==> config.mk <==
export PLATFORM = sky130hd
export DESIGN_NAME = vga_timing_gen_flat
export DESIGN_NICKNAME = d
export VERILOG_FILES = /design/src/rtl/vga_pkg.sv /design/src/rtl/vga_timing_gen_if.sv /design/src/rtl/pixel_tick_div.sv /design/src/rtl/vga_timing_gen.sv /design/src/flat_wrapper.sv
export SDC_FILE = /design/constraint.sdc
export NUM_CORES = 1
export LEC_CHECK = 0
export CAP_MARGIN = 5
export CORE_ASPECT_RATIO = 1.1
export CORE_MARGIN = 1.5
export CORE_UTILIZATION = 46
export CTS_CLUSTER_SIZE = 14
export DETAILED_ROUTE_END_ITERATION = 8
export PLACE_DENSITY = 0.75
export SLEW_MARGIN = 5
export SYNTH_ARGS = -nofsm -noshare
export SYNTH_HDL_FRONTEND = slang
export SYNTH_HIERARCHICAL = 1
export SYNTH_SLANG_ARGS = --single-unit
==> constraint.sdc <==
create_clock -name clk -period 2.6 [get_ports clk]
set_input_delay 0.26 -clock clk [delete_from_list [all_inputs] [get_ports clk]]
set_output_delay 0.26 -clock clk [all_outputs]
set_load 0.03 [all_outputs]
==> src/rtl/vga_pkg.sv <==
// Shared 640x480@60 raster timing constants, also used by the sprite/prompt controllers.
package vga_pkg;

    localparam int unsigned CNT_W       = 10;
    localparam int unsigned FRAME_CNT_W = 8;

    localparam int unsigned VGA_CLK_DIV     = 4;
    localparam int unsigned VGA_H_TOTAL     = 800;
    localparam int unsigned VGA_H_SYNC      = 96;
    localparam int unsigned VGA_H_ACT_START = 144;
    localparam int unsigned VGA_H_ACT_END   = 784;
    localparam int unsigned VGA_V_TOTAL     = 525;
    localparam int unsigned VGA_V_SYNC      = 2;
    localparam int unsigned VGA_V_ACT_START = 35;
    localparam int unsigned VGA_V_ACT_END   = 515;

endpackage

==> src/rtl/vga_timing_gen_if.sv <==
// Raster timing bundle from the timing generator to the pixel-consuming controllers.
interface vga_timing_gen_if;
    import vga_pkg::*;

    logic [CNT_W-1:0]       hCount;
    logic [CNT_W-1:0]       vCount;
    logic                   bright;
    logic                   hSync;
    logic                   vSync;
    logic                   pix_tick;
    logic                   frame_start;
    logic [FRAME_CNT_W-1:0] frame_cnt;

    modport master (
        output hCount, vCount, bright, hSync, vSync, pix_tick, frame_start, frame_cnt
    );

    modport slave (
        input hCount, vCount, bright, hSync, vSync, pix_tick, frame_start, frame_cnt
    );

endinterface

==> src/rtl/pixel_tick_div.sv <==
// System-clock divider: pix_tick is high for the last clock of every CLK_DIV-clock pixel period.
module pixel_tick_div #(
    parameter int unsigned CLK_DIV = 4
) (
    input  logic clk,
    input  logic rst,
    output logic pix_tick
);

    localparam int unsigned DIV_W = (CLK_DIV > 1) ? $clog2(CLK_DIV) : 1;
    localparam logic [DIV_W-1:0] DIV_MAX = DIV_W'(CLK_DIV - 1);

    logic [DIV_W-1:0] div_q, div_d;
    logic             tick_q, tick_d;

    // Tick is registered from the next divider value, so it equals (div == CLK_DIV-1) every cycle.
    always_comb begin
        div_d  = (div_q == DIV_MAX) ? '0 : div_q + DIV_W'(1);
        tick_d = (div_d == DIV_MAX);
    end

    always_ff @(posedge clk or negedge rst) begin
        if (!rst) begin
            div_q  <= '0;
            tick_q <= 1'b0;
        end else begin
            div_q  <= div_d;
            tick_q <= tick_d;
        end
    end

    assign pix_tick = tick_q;

endmodule

==> src/rtl/vga_timing_gen.sv <==
// Raster timing generator: pixel divider, h/v counters, sync/blank decode, frame pulse and counter.
module vga_timing_gen
    import vga_pkg::*;
#(
    parameter int unsigned CLK_DIV     = VGA_CLK_DIV,
    parameter int unsigned H_TOTAL     = VGA_H_TOTAL,
    parameter int unsigned H_SYNC      = VGA_H_SYNC,
    parameter int unsigned H_ACT_START = VGA_H_ACT_START,
    parameter int unsigned H_ACT_END   = VGA_H_ACT_END,
    parameter int unsigned V_TOTAL     = VGA_V_TOTAL,
    parameter int unsigned V_SYNC      = VGA_V_SYNC,
    parameter int unsigned V_ACT_START = VGA_V_ACT_START,
    parameter int unsigned V_ACT_END   = VGA_V_ACT_END
) (
    input  logic                     clk,
    input  logic                     rst,
    vga_timing_gen_if.master         vga
);

    localparam logic [CNT_W-1:0] H_LAST  = CNT_W'(H_TOTAL - 1);
    localparam logic [CNT_W-1:0] V_LAST  = CNT_W'(V_TOTAL - 1);
    localparam logic [CNT_W-1:0] H_SYN   = CNT_W'(H_SYNC);
    localparam logic [CNT_W-1:0] V_SYN   = CNT_W'(V_SYNC);
    localparam logic [CNT_W-1:0] H_ACT_S = CNT_W'(H_ACT_START);
    localparam logic [CNT_W-1:0] H_ACT_E = CNT_W'(H_ACT_END);
    localparam logic [CNT_W-1:0] V_ACT_S = CNT_W'(V_ACT_START);
    localparam logic [CNT_W-1:0] V_ACT_E = CNT_W'(V_ACT_END);

    logic                   pix_tick;
    logic [CNT_W-1:0]       h_q, h_d;
    logic [CNT_W-1:0]       v_q, v_d;
    logic [FRAME_CNT_W-1:0] fc_q, fc_d;
    logic                   fs_q, fs_d;
    logic                   h_sync_q, h_sync_d;
    logic                   v_sync_q, v_sync_d;
    logic                   bright_q, bright_d;

    pixel_tick_div #(
        .CLK_DIV (CLK_DIV)
    ) u_pixel_tick_div (
        .clk      (clk),
        .rst      (rst),
        .pix_tick (pix_tick)
    );

    // Counter advance; sync/bright decode from next-state counts so they line up with the counts.
    always_comb begin
        h_d  = h_q;
        v_d  = v_q;
        fc_d = fc_q;
        fs_d = 1'b0;
        if (pix_tick) begin
            if (h_q == H_LAST) begin
                h_d = '0;
                if (v_q == V_LAST) begin
                    v_d  = '0;
                    fc_d = fc_q + FRAME_CNT_W'(1);
                    fs_d = 1'b1;
                end else begin
                    v_d = v_q + CNT_W'(1);
                end
            end else begin
                h_d = h_q + CNT_W'(1);
            end
        end
        h_sync_d = (h_d >= H_SYN);
        v_sync_d = (v_d >= V_SYN);
        bright_d = (h_d >= H_ACT_S) && (h_d < H_ACT_E) &&
                   (v_d >= V_ACT_S) && (v_d < V_ACT_E);
    end

    always_ff @(posedge clk or negedge rst) begin
        if (!rst) begin
            h_q      <= '0;
            v_q      <= '0;
            fc_q     <= '0;
            fs_q     <= 1'b0;
            h_sync_q <= 1'b0;
            v_sync_q <= 1'b0;
            bright_q <= 1'b0;
        end else begin
            h_q      <= h_d;
            v_q      <= v_d;
            fc_q     <= fc_d;
            fs_q     <= fs_d;
            h_sync_q <= h_sync_d;
            v_sync_q <= v_sync_d;
            bright_q <= bright_d;
        end
    end

    assign vga.hCount      = h_q;
    assign vga.vCount      = v_q;
    assign vga.frame_cnt   = fc_q;
    assign vga.frame_start = fs_q;
    assign vga.hSync       = h_sync_q;
    assign vga.vSync       = v_sync_q;
    assign vga.bright      = bright_q;
    assign vga.pix_tick    = pix_tick;

endmodule

==> src/flat_wrapper.sv <==
// flat-port wrapper written by rule: the top's interface ports become plain ports
module vga_timing_gen_flat import vga_pkg::*;
#(
    parameter int unsigned CLK_DIV     = VGA_CLK_DIV,
    parameter int unsigned H_TOTAL     = VGA_H_TOTAL,
    parameter int unsigned H_SYNC      = VGA_H_SYNC,
    parameter int unsigned H_ACT_START = VGA_H_ACT_START,
    parameter int unsigned H_ACT_END   = VGA_H_ACT_END,
    parameter int unsigned V_TOTAL     = VGA_V_TOTAL,
    parameter int unsigned V_SYNC      = VGA_V_SYNC,
    parameter int unsigned V_ACT_START = VGA_V_ACT_START,
    parameter int unsigned V_ACT_END   = VGA_V_ACT_END
)
  (clk, rst, vga_hCount, vga_vCount, vga_bright, vga_hSync, vga_vSync, vga_pix_tick, vga_frame_start, vga_frame_cnt);
  vga_timing_gen_if vga_i ();
  input  logic clk;
  input  logic rst;
  output wire logic [$bits(vga_i.hCount)-1:0] vga_hCount;
  output wire logic [$bits(vga_i.vCount)-1:0] vga_vCount;
  output wire logic [$bits(vga_i.bright)-1:0] vga_bright;
  output wire logic [$bits(vga_i.hSync)-1:0] vga_hSync;
  output wire logic [$bits(vga_i.vSync)-1:0] vga_vSync;
  output wire logic [$bits(vga_i.pix_tick)-1:0] vga_pix_tick;
  output wire logic [$bits(vga_i.frame_start)-1:0] vga_frame_start;
  output wire logic [$bits(vga_i.frame_cnt)-1:0] vga_frame_cnt;
  assign vga_hCount = vga_i.hCount;
  assign vga_vCount = vga_i.vCount;
  assign vga_bright = vga_i.bright;
  assign vga_hSync = vga_i.hSync;
  assign vga_vSync = vga_i.vSync;
  assign vga_pix_tick = vga_i.pix_tick;
  assign vga_frame_start = vga_i.frame_start;
  assign vga_frame_cnt = vga_i.frame_cnt;
  vga_timing_gen #(.CLK_DIV(CLK_DIV), .H_TOTAL(H_TOTAL), .H_SYNC(H_SYNC), .H_ACT_START(H_ACT_START), .H_ACT_END(H_ACT_END), .V_TOTAL(V_TOTAL), .V_SYNC(V_SYNC), .V_ACT_START(V_ACT_START), .V_ACT_END(V_ACT_END)) u_core (.clk(clk), .rst(rst), .vga(vga_i));
endmodule
After elaboration in Yosys (flattened, before gate mapping)
Index checks and enable logic that the tools add are counted.
{"block": "word_totals", "ff_bits": 35, "input_bits": 2, "wordCells": 36}
{"block": "op_classes", "reduce_logical": 4, "muxes": 9, "eq_ne": 4, "magnitude_cmp": 6, "add_sub_neg": 4}
{"op": "10-bit 2-to-1 mux", "count": 5}
{"op": "10-bit by 1-bit adder with 10-bit output, second input constant", "count": 2}
{"op": "10-bit == test, second input constant", "count": 2}
{"op": "10-bit less-than comparator, second input constant", "count": 2}
{"op": "10-bit by 2-bit greater-or-equal comparator with 1-bit output, second input constant", "count": 1}
{"op": "10-bit by 6-bit greater-or-equal comparator with 1-bit output, second input constant", "count": 1}
{"op": "10-bit by 7-bit greater-or-equal comparator with 1-bit output, second input constant", "count": 1}
{"op": "10-bit by 8-bit greater-or-equal comparator with 1-bit output, second input constant", "count": 1}
{"op": "8-bit by 1-bit adder with 8-bit output, second input constant", "count": 1}
{"op": "2-bit == test, second input constant", "count": 2}
{"op": "1-bit logical AND", "count": 3}
{"op": "1-bit 2-to-1 mux", "count": 3}
{"op": "3-bit AND reduction", "count": 1}
{"op": "2-bit by 1-bit adder with 2-bit output, second input constant", "count": 1}
{"op": "2-bit 2-to-1 mux", "count": 1}

Depth between registers and ports, before layout
Gate-level depths: netlist (run 1).
{"block": "logic_depth", "ltp_word": 7, "mapped_depth": 9}

Modules after synthesis
The synthesis (run 1) kept the hierarchy.
{"mod": "vga_timing_gen", "seq_area_each_um2": 800.8, "cells_each": 166, "area_each_um2": 1692.9, "n_inst": 1}
{"mod": "pixel_tick_div", "seq_area_each_um2": 75.1, "cells_each": 8, "area_each_um2": 111.4, "n_inst": 1}

Worst setup path before layout (run 1)
No wires, ideal clock.
{"block": "synth_timing", "path_type": "reg2reg", "start": "register u_core.h_q[5] (netlist: u_core/vga.hCount[5])", "end": "register u_core.bright_q (netlist: u_core/vga.bright)", "arrival_time_ns": 2.902, "path_slack_ns": -0.368, "n_path_buf": 1, "t_required_ns": 2.534, "path_stages_with_launch": 8, "path_cell_list": "dfrtp_1 buf_6 or4b_4 or4_4 or4_4 a311oi_2 nor4b_2 o31a_1"}
{"block": "synth_between", "elab_chain_cells": 7}
{"item": "from (decl)", "line_no": "vga_timing_gen.sv:30", "text": "logic [CNT_W-1:0] h_q, h_d;"}
{"item": "from (signal assigned)", "line_no": "vga_timing_gen.sv:74", "text": "h_q <= '0;"}
{"item": "from (signal assigned)", "line_no": "vga_timing_gen.sv:82", "text": "h_q <= h_d;"}
{"item": "10-bit by 1-bit adder with 10-bit output / 10-bit == test (equally long branches)", "line_no": "vga_timing_gen.sv:63, vga_timing_gen.sv:53"}
{"item": "10-bit 2-to-1 mux", "line_no": "vga_timing_gen.sv:53", "text": "if (h_q == H_LAST) begin"}
{"item": "10-bit 2-to-1 mux", "line_no": "vga_timing_gen.sv:52", "text": "if (pix_tick) begin"}
{"item": "10-bit by 8-bit greater-or-equal comparator with 1-bit output / 10-bit less-than comparator (equally long branches)", "line_no": "vga_timing_gen.sv:68", "text": "bright_d = (h_d >= H_ACT_S) && (h_d < H_ACT_E) &&"}
{"item": "1-bit logical AND (2 in series)", "line_no": "vga_timing_gen.sv:68"}
{"item": "1-bit logical AND (*)", "line_no": "vga_timing_gen.sv:69", "text": "(v_d >= V_ACT_S) && (v_d < V_ACT_E);"}
{"item": "net u_core.bright_d", "line_no": "vga_timing_gen.sv:36", "text": "logic bright_q, bright_d;"}
{"item": "to (signal assigned)", "line_no": "vga_timing_gen.sv:88", "text": "bright_q <= bright_d;"}
{"item": "to (decl)", "line_no": "vga_timing_gen.sv:36"}
The timed path passes the listed nets; every way through them passes the cells marked *.
A chain may end at the register's enable or synchronous reset.

Worst setup path after layout (run 1)
{"block": "layout_timing", "start": "register u_core.h_q[7] (netlist: u_core/vga.hCount[7])", "end": "register u_core.bright_q (netlist: u_core/vga.bright)"}
{"item": "10-bit == test (*)", "line_no": "vga_timing_gen.sv:53"}
{"item": "10-bit 2-to-1 mux (*)", "line_no": "vga_timing_gen.sv:53"}
{"item": "10-bit 2-to-1 mux (*)", "line_no": "vga_timing_gen.sv:52"}
{"item": "net u_core.v_d[2]", "line_no": "vga_timing_gen.sv:31", "text": "logic [CNT_W-1:0] v_q, v_d;"}
{"item": "10-bit by 6-bit greater-or-equal comparator with 1-bit output", "line_no": "vga_timing_gen.sv:69"}
{"item": "1-bit logical AND", "line_no": "vga_timing_gen.sv:68"}
{"item": "1-bit logical AND (*)", "line_no": "vga_timing_gen.sv:69"}
{"item": "net u_core.bright_d", "line_no": "vga_timing_gen.sv:36"}
Marks and branches as above.

==> results of run 1 <==
-- routing by layer --
metal,wire (um),GRT usage
met1,1940,0.267
met2,2340,0.419
met3,186,0.0422
met4,112,0.136
met5,0,0
-- power groups by stage --
| stage | Combinational [uW] | Clock, uW | Sequential [uW] |
|---|---|---|---|
| floorplan | 0.000390 | 0 | 555 |
| global placement | 13.2 | 0 | 555 |
| detailed placement | 13.5 | 0 | 555 |
| CTS | 13.6 | 400 | 544 |
| global route | 15.0 | 423 | 544 |
| finish | 12.6 | 385 | 544 |
-- cells by family (layout without fill, tap and decap cells) --
family | after synthesis | count (layout) | share of synthesized area
AOI/OAI and AO/OA | 24 | 24 | 0.0992
xor gates and xnor gates | 17 | 17 | 0.0825
muxes | 5 | 5 | 0.0291
buffers and inverters | 9 | 81 | 0.0229
DFF | 35 | 35 | 0.485
adders and majority gates | 6 | 6 | 0.0416
and+or+nand+nor | 78 | 78 | 0.239
-- metrics by stage --
step | util | hold WS [ps] | instances | total power (uW)
4_1_cts | 0.681 | 397 | 295 | 957
3_3_place_gp | 0.658 | 433 | 287 | 568
3_5_place_dp | 0.658 | 447 | 287 | 568
6_report | 0.684 | 384 | 296 | 942
5_1_grt | 0.684 | 433 | 296 | 981
2_1_floorplan | - | -35.6 | 174 | 555
-- state kept, by name, indices dropped and copies added (netlist names) --
signal / flops
u_core/u_pixel_tick_div/div_q: 2
u_core/vga.frame_start: 1
u_core/vga.vCount: 10
u_core/u_pixel_tick_div/pix_tick: 1
u_core/vga.hSync: 1
u_core/vga.vSync: 1
u_core/vga.bright: 1
u_core/vga.frame_cnt: 8
u_core/vga.hCount: 10
-- cells in the mapped netlist, types with 3 or more instances --
cell type / n / area, um^2
or4_1: 3 / 22.5
nand4_1: 10 / 62.6
nand3_1: 6 / 30.0
a21oi_1: 3 / 15.0
nor4_1: 4 / 25.0
inv_1: 7 / 26.3
or3_1: 5 / 31.3
mux2i_1: 3 / 30.0
nor2_1: 13 / 48.8
xor2_1: 10 / 87.6
dfrtp_1: 35 / 876
xnor2_1: 7 / 61.3
ha_1: 6 / 75.1
nand2_1: 15 / 56.3
nor3_1: 10 / 50.1
o21ai_0: 6 / 30.0
-- path summary, 6_finish.rpt --
path	startpoint	slack (ps)	to	cells after the start
min in group clk	u_core/u_pixel_tick_div/div_q[0]	460	u_core/u_pixel_tick_div/div_q[0]	1
max in group asynchronous	rst	1880	u_core/vga.hCount[5]	2
worst max-delay path	u_core/vga.hCount[7]	-40	u_core/vga.bright	6
worst max register to register	u_core/vga.hCount[7]	-40	u_core/vga.bright	6
worst min register to register	u_core/u_pixel_tick_div/div_q[0]	460	u_core/u_pixel_tick_div/div_q[0]	1
worst min-delay path	rst	380	u_core/vga.hSync	2
-- layout make-up --
type,count,area [um^2]
tap,50,62.6
clock buffer,6,72.6
multi-input combinational,130,902
timing repair buffer,66,581
clock inverter,2,12.5
inverter,7,26.3
sequential,35,881
fill,304,1170
-- timing repair --
action	in CTS	in global routing
endpoints found under the hold margin	0	0
setup endpoints to repair	1	3
buffers inserted	0	1
pin swaps	0	1
resized for setup	0	1
-- cell usage in the layout (no fill, tap or decap), types with 2 or more instances in the layout --
master,n
a21oi_1,3
nand4_1,10
or4_4,4
o21ai_0,6
o22ai_1,2
nand2_1,15
xor2_1,10
nor3_1,10
inv_1,7
clkdlybuf4s50_1,34
mux2_2,2
nor2_1,12
or3_1,4
mux2i_1,3
buf_4,32
or2_2,2
nand3_1,6
clkbuf_8,5
ha_1,6
dfrtp_2,4
nor4_1,4
xnor2_1,7
and3_1,2
dfrtp_1,31
==> impl_metrics.tcl, run 1 <==
set metrics [dict create \
    status "complete, but fails checks" \
    violations "setup timing" \
    initial_utilization 0.486 \
    crit_chain "or4b_4 > or3_4 > a211o_1 > or4_4 > o211a_1 > o31a_1" \
    crit_buf_inv 0 \
    drv_slew 0 \
    ant_nets 0 \
    comb_power_share 0.013 \
    totalWireLength_um 4570 \
    arrival_ps 2820 \
    ys_seq_elements 35 \
    intPower_uw 733 \
    seq_area_frac_synth 0.485 \
    grtUsageTotal 0.233 \
    fp.dieH_um 68.7 \
    diodes 0 \
    dpl_cell_area_um2 2440 \
    yosysWarnings 6 \
    viasPerCell 5.54 \
    cts_root_buf "clkbuf_8" \
    drt_iter0_drc 83 \
    netlist-cell-type-count 42 \
    crit_family "simple AND/OR/NAND/NOR gates" \
    syn-num-nets 182 \
    switching_share 0.222 \
    clkPwrFrac 0.409 \
    clock_latency_ps 290 \
    rows 23 \
    switchingPower_uw 209 \
    antenna_found_initial 0 \
    synthFlopType "dfrtp_1" \
    crit_required_ps 2780 \
    crit_path_end_kind "flop" \
    cts_num_sinks 35 \
    worstPathMaxFanout 4 \
    netlist_instances 174 \
    vdd.ir_drop.worst_v 0.000346 \
    dp_hpwl_um 3450 \
    num_vias 1639 \
    hold_path_class "in -> async" \
    tightest_slew_ps 442 \
    power_density_nw_per_um2 371 \
    drive_gt1_frac 0.228 \
    pwr-share-seq 0.578 \
    clock.fmax_ghz 0.379 \
    grt_pass1_wl_um 7660 \
    area_growth_pct 40.6 \
    cts_buffers 5 \
    finalWeightedCongestion 0.877 \
    hold_viol_final 0 \
    crit_slowest_cell "or4b_4" \
    clockBufferDepth 2 \
    cts_tree "done" \
    hold_buffers 0 \
    h-tree-depth 2 \
    first_pass_iters 4 \
    setup_slack_ps -36.3 \
    detailedPlace.worstSlack_ps -21.9 \
    relSlewSlack 0.706 \
    drc 0 \
    port_buffers 34 \
    tns_ps -36.3 \
    synthArstFlopShare 1.00 \
    grt_max_degree 36 \
    start_kind "flop" \
    dieArea_um2 4310 \
    die_w_um 62.7 \
    core-area_um2 3710 \
    fin_crit_sh 1.01 \
    nets 253 \
    routedWlPerCell_um 15.4 \
    cts.clk_slew.worst_paths_ps 70 \
    max_cap_violations 0 \
    final-setup-viol-count 1 \
    design_area_um2 2540 \
    min_period_ps 2640 \
    cpPeakStageDelay_ps 570 \
    ios 35 \
    gr-total-overflow 0 \
    critPathKind "reg -> reg" \
    finClkSkew_ps 4.16 \
    grt_pass1_vias 1674 \
    p_leak_uw 0.00117 \
    syn_avg_cell_area_um2 10.4 \
    synth_edf_count 0 \
    rsz0062_at_grt "true" \
    synth_area_um2 1800 \
]
Note: power is estimated with default switching activity, not from simulation.
==> inputs of run 2 (changes only) <==
--- a/config.mk
+++ b/config.mk
@@ -8,10 +8,12 @@
 export CAP_MARGIN = 5
 export CORE_ASPECT_RATIO = 1.1
 export CORE_MARGIN = 1.5
-export CORE_UTILIZATION = 46
+export CORE_UTILIZATION = 56
 export CTS_CLUSTER_SIZE = 14
 export DETAILED_ROUTE_END_ITERATION = 8
-export PLACE_DENSITY = 0.75
+export DONT_BUFFER_PORTS = 1
+export PLACE_DENSITY = 0.74
+export SETUP_SLACK_MARGIN = 0.1
 export SLEW_MARGIN = 5
 export SYNTH_ARGS = -nofsm -noshare
 export SYNTH_HDL_FRONTEND = slang
==> impl_metrics.tcl, run 2 (same netlist as run 1, synthesis figures left out) <==
set metrics [dict create \
    totalWireLength_um 4180 \
    detailedPlace.worstSlack_ps -88.8 \
    grt_pass1_vias 1507 \
    crit_required_ps 2830 \
    grt_max_degree 36 \
    gr-total-overflow 0 \
    vdd.ir_drop.worst_v 0.000389 \
    core-area_um2 3050 \
    crit_chain "inv_1 > ha_1 > nand3b_1 > o41a_1 > a211o_1 > or4_4 > o211a_1 > o31a_1" \
    fp.dieH_um 62.5 \
    final-setup-viol-count 1 \
    violations "setup timing" \
    dpl_cell_area_um2 2080 \
    grt_pass1_wl_um 6790 \
    p_leak_uw 0.00107 \
    clock.fmax_ghz 0.370 \
    clock_latency_ps 340 \
    cts_buffers 5 \
    crit_path_end_kind "flop" \
    diodes 0 \
    dp_hpwl_um 3030 \
    clockBufferDepth 2 \
    worstPathMaxFanout 6 \
    start_kind "flop" \
    routedWlPerCell_um 16.7 \
    finClkSkew_ps 10.4 \
    hold_viol_final 0 \
    finalWeightedCongestion 0.881 \
    cts_tree "done" \
    max_cap_violations 0 \
    design_area_um2 2240 \
    critPathKind "reg -> reg" \
    rsz0062_at_grt "true" \
    arrival_ps 2930 \
    rows 21 \
    fin_crit_sh 1.04 \
    initial_utilization 0.592 \
    area_growth_pct 24.3 \
    power_density_nw_per_um2 386 \
    ios 35 \
    setup_slack_ps -100 \
    drive_gt1_frac 0.306 \
    h-tree-depth 2 \
    tightest_slew_ps 454 \
    nets 223 \
    cts_root_buf "clkbuf_4" \
    tns_ps -100 \
    final_common_cell "buf_4" \
    dieArea_um2 3570 \
    min_period_ps 2700 \
    final_cell_mix "buf_4, dfrtp_1, nand2_1" \
    crit_slowest_cell "dfrtp_2" \
    drt_iter0_drc 68 \
    port_buffers 0 \
    ant_nets 0 \
    viasPerCell 6.04 \
    cpPeakStageDelay_ps 460 \
    grtUsageTotal 0.242 \
    finish.utilization 0.736 \
    drc 0 \
    num_vias 1510 \
    first_pass_iters 4 \
    hold_slack_ps 371 \
    status "complete, but fails checks" \
    cts_num_sinks 35 \
    cts.clk_slew.worst_paths_ps 110 \
    die_w_um 57.1 \
    n_fill_cell 216 \
    antenna_found_initial 0 \
    hold_path_class "in -> async" \
    drv_slew 0 \
    relSlewSlack 0.695 \
]
## run 2: final timing paths
path / startpoint / endpoint / slack [ps] / depth (start not counted)
max in group asynchronous: rst / u_core/vga.frame_cnt[4] / 2050 / 2
min in group clk: u_core/u_pixel_tick_div/div_q[0] / u_core/u_pixel_tick_div/div_q[0] / 460 / 1
worst min-delay path: rst / u_core/vga.vCount[1] / 370 / 2
worst max register to register: u_core/vga.vCount[0] / u_core/vga.bright / -100 / 8
worst max-delay path: u_core/vga.vCount[0] / u_core/vga.bright / -100 / 8
worst min register to register: u_core/u_pixel_tick_div/div_q[0] / u_core/u_pixel_tick_div/div_q[0] / 460 / 1
## run 2: power by group
part	leakage [uW]	total [uW]	switching, uW	internal, uW
sequential	0.000466	544	0	544
clock	0.0000353	308	177	131
combinational	0.000573	14.8	10.7	4.10
total	0.00107	867	188	679
## run 2: repair_timing
action	4_1_cts	5_1_grt
pin swaps	1	1
hold endpoints to repair	35	0
hold buffers	2	0
setup endpoints to repair	1	4
buffers inserted	0	4
resized for setup	0	9
## run 2: metal layers
metal / vias up / global-route usage / wire (um)
met5: - / 0 / 0
met4: 0 / 0.0930 / 76
met3: 8 / 0.0807 / 284
met2: 57 / 0.408 / 2140
met1: 723 / 0.280 / 1680
li1: 722 / - / -
## run 2: worst max-delay path, delay by kind of cell (launching register included)
| kind | cells | cell delay [ps] |
|---|---|---|
| AO/OA/AOI/OAI | 4 | 1200 |
| adder cells (fa/ha/maj) | 1 | 190 |
| buffers and inverters | 1 | 110 |
| flip-flops | 1 | 460 |
| AND/OR/NAND/NOR | 2 | 640 |
## run 2: layout make-up
type / instances / area [um^2] / share of cell area
multi-input combinational: 130 / 947 / 0.422
sequential: 35 / 882 / 0.393
timing repair buffer: 36 / 285 / 0.127
clock buffer: 7 / 55.1 / 0.0245
tap: 34 / 42.5 / 0.0190
inverter: 7 / 26.3 / 0.0117
clock inverter: 1 / 5.00 / 0.00223
## run 2: metrics by stage
stage               total power, uW  instances
CTS                             875        246
global placement                555        236
finish                          867        250
global route                    905        250
detailed placement              555        236
floorplan                       555        174
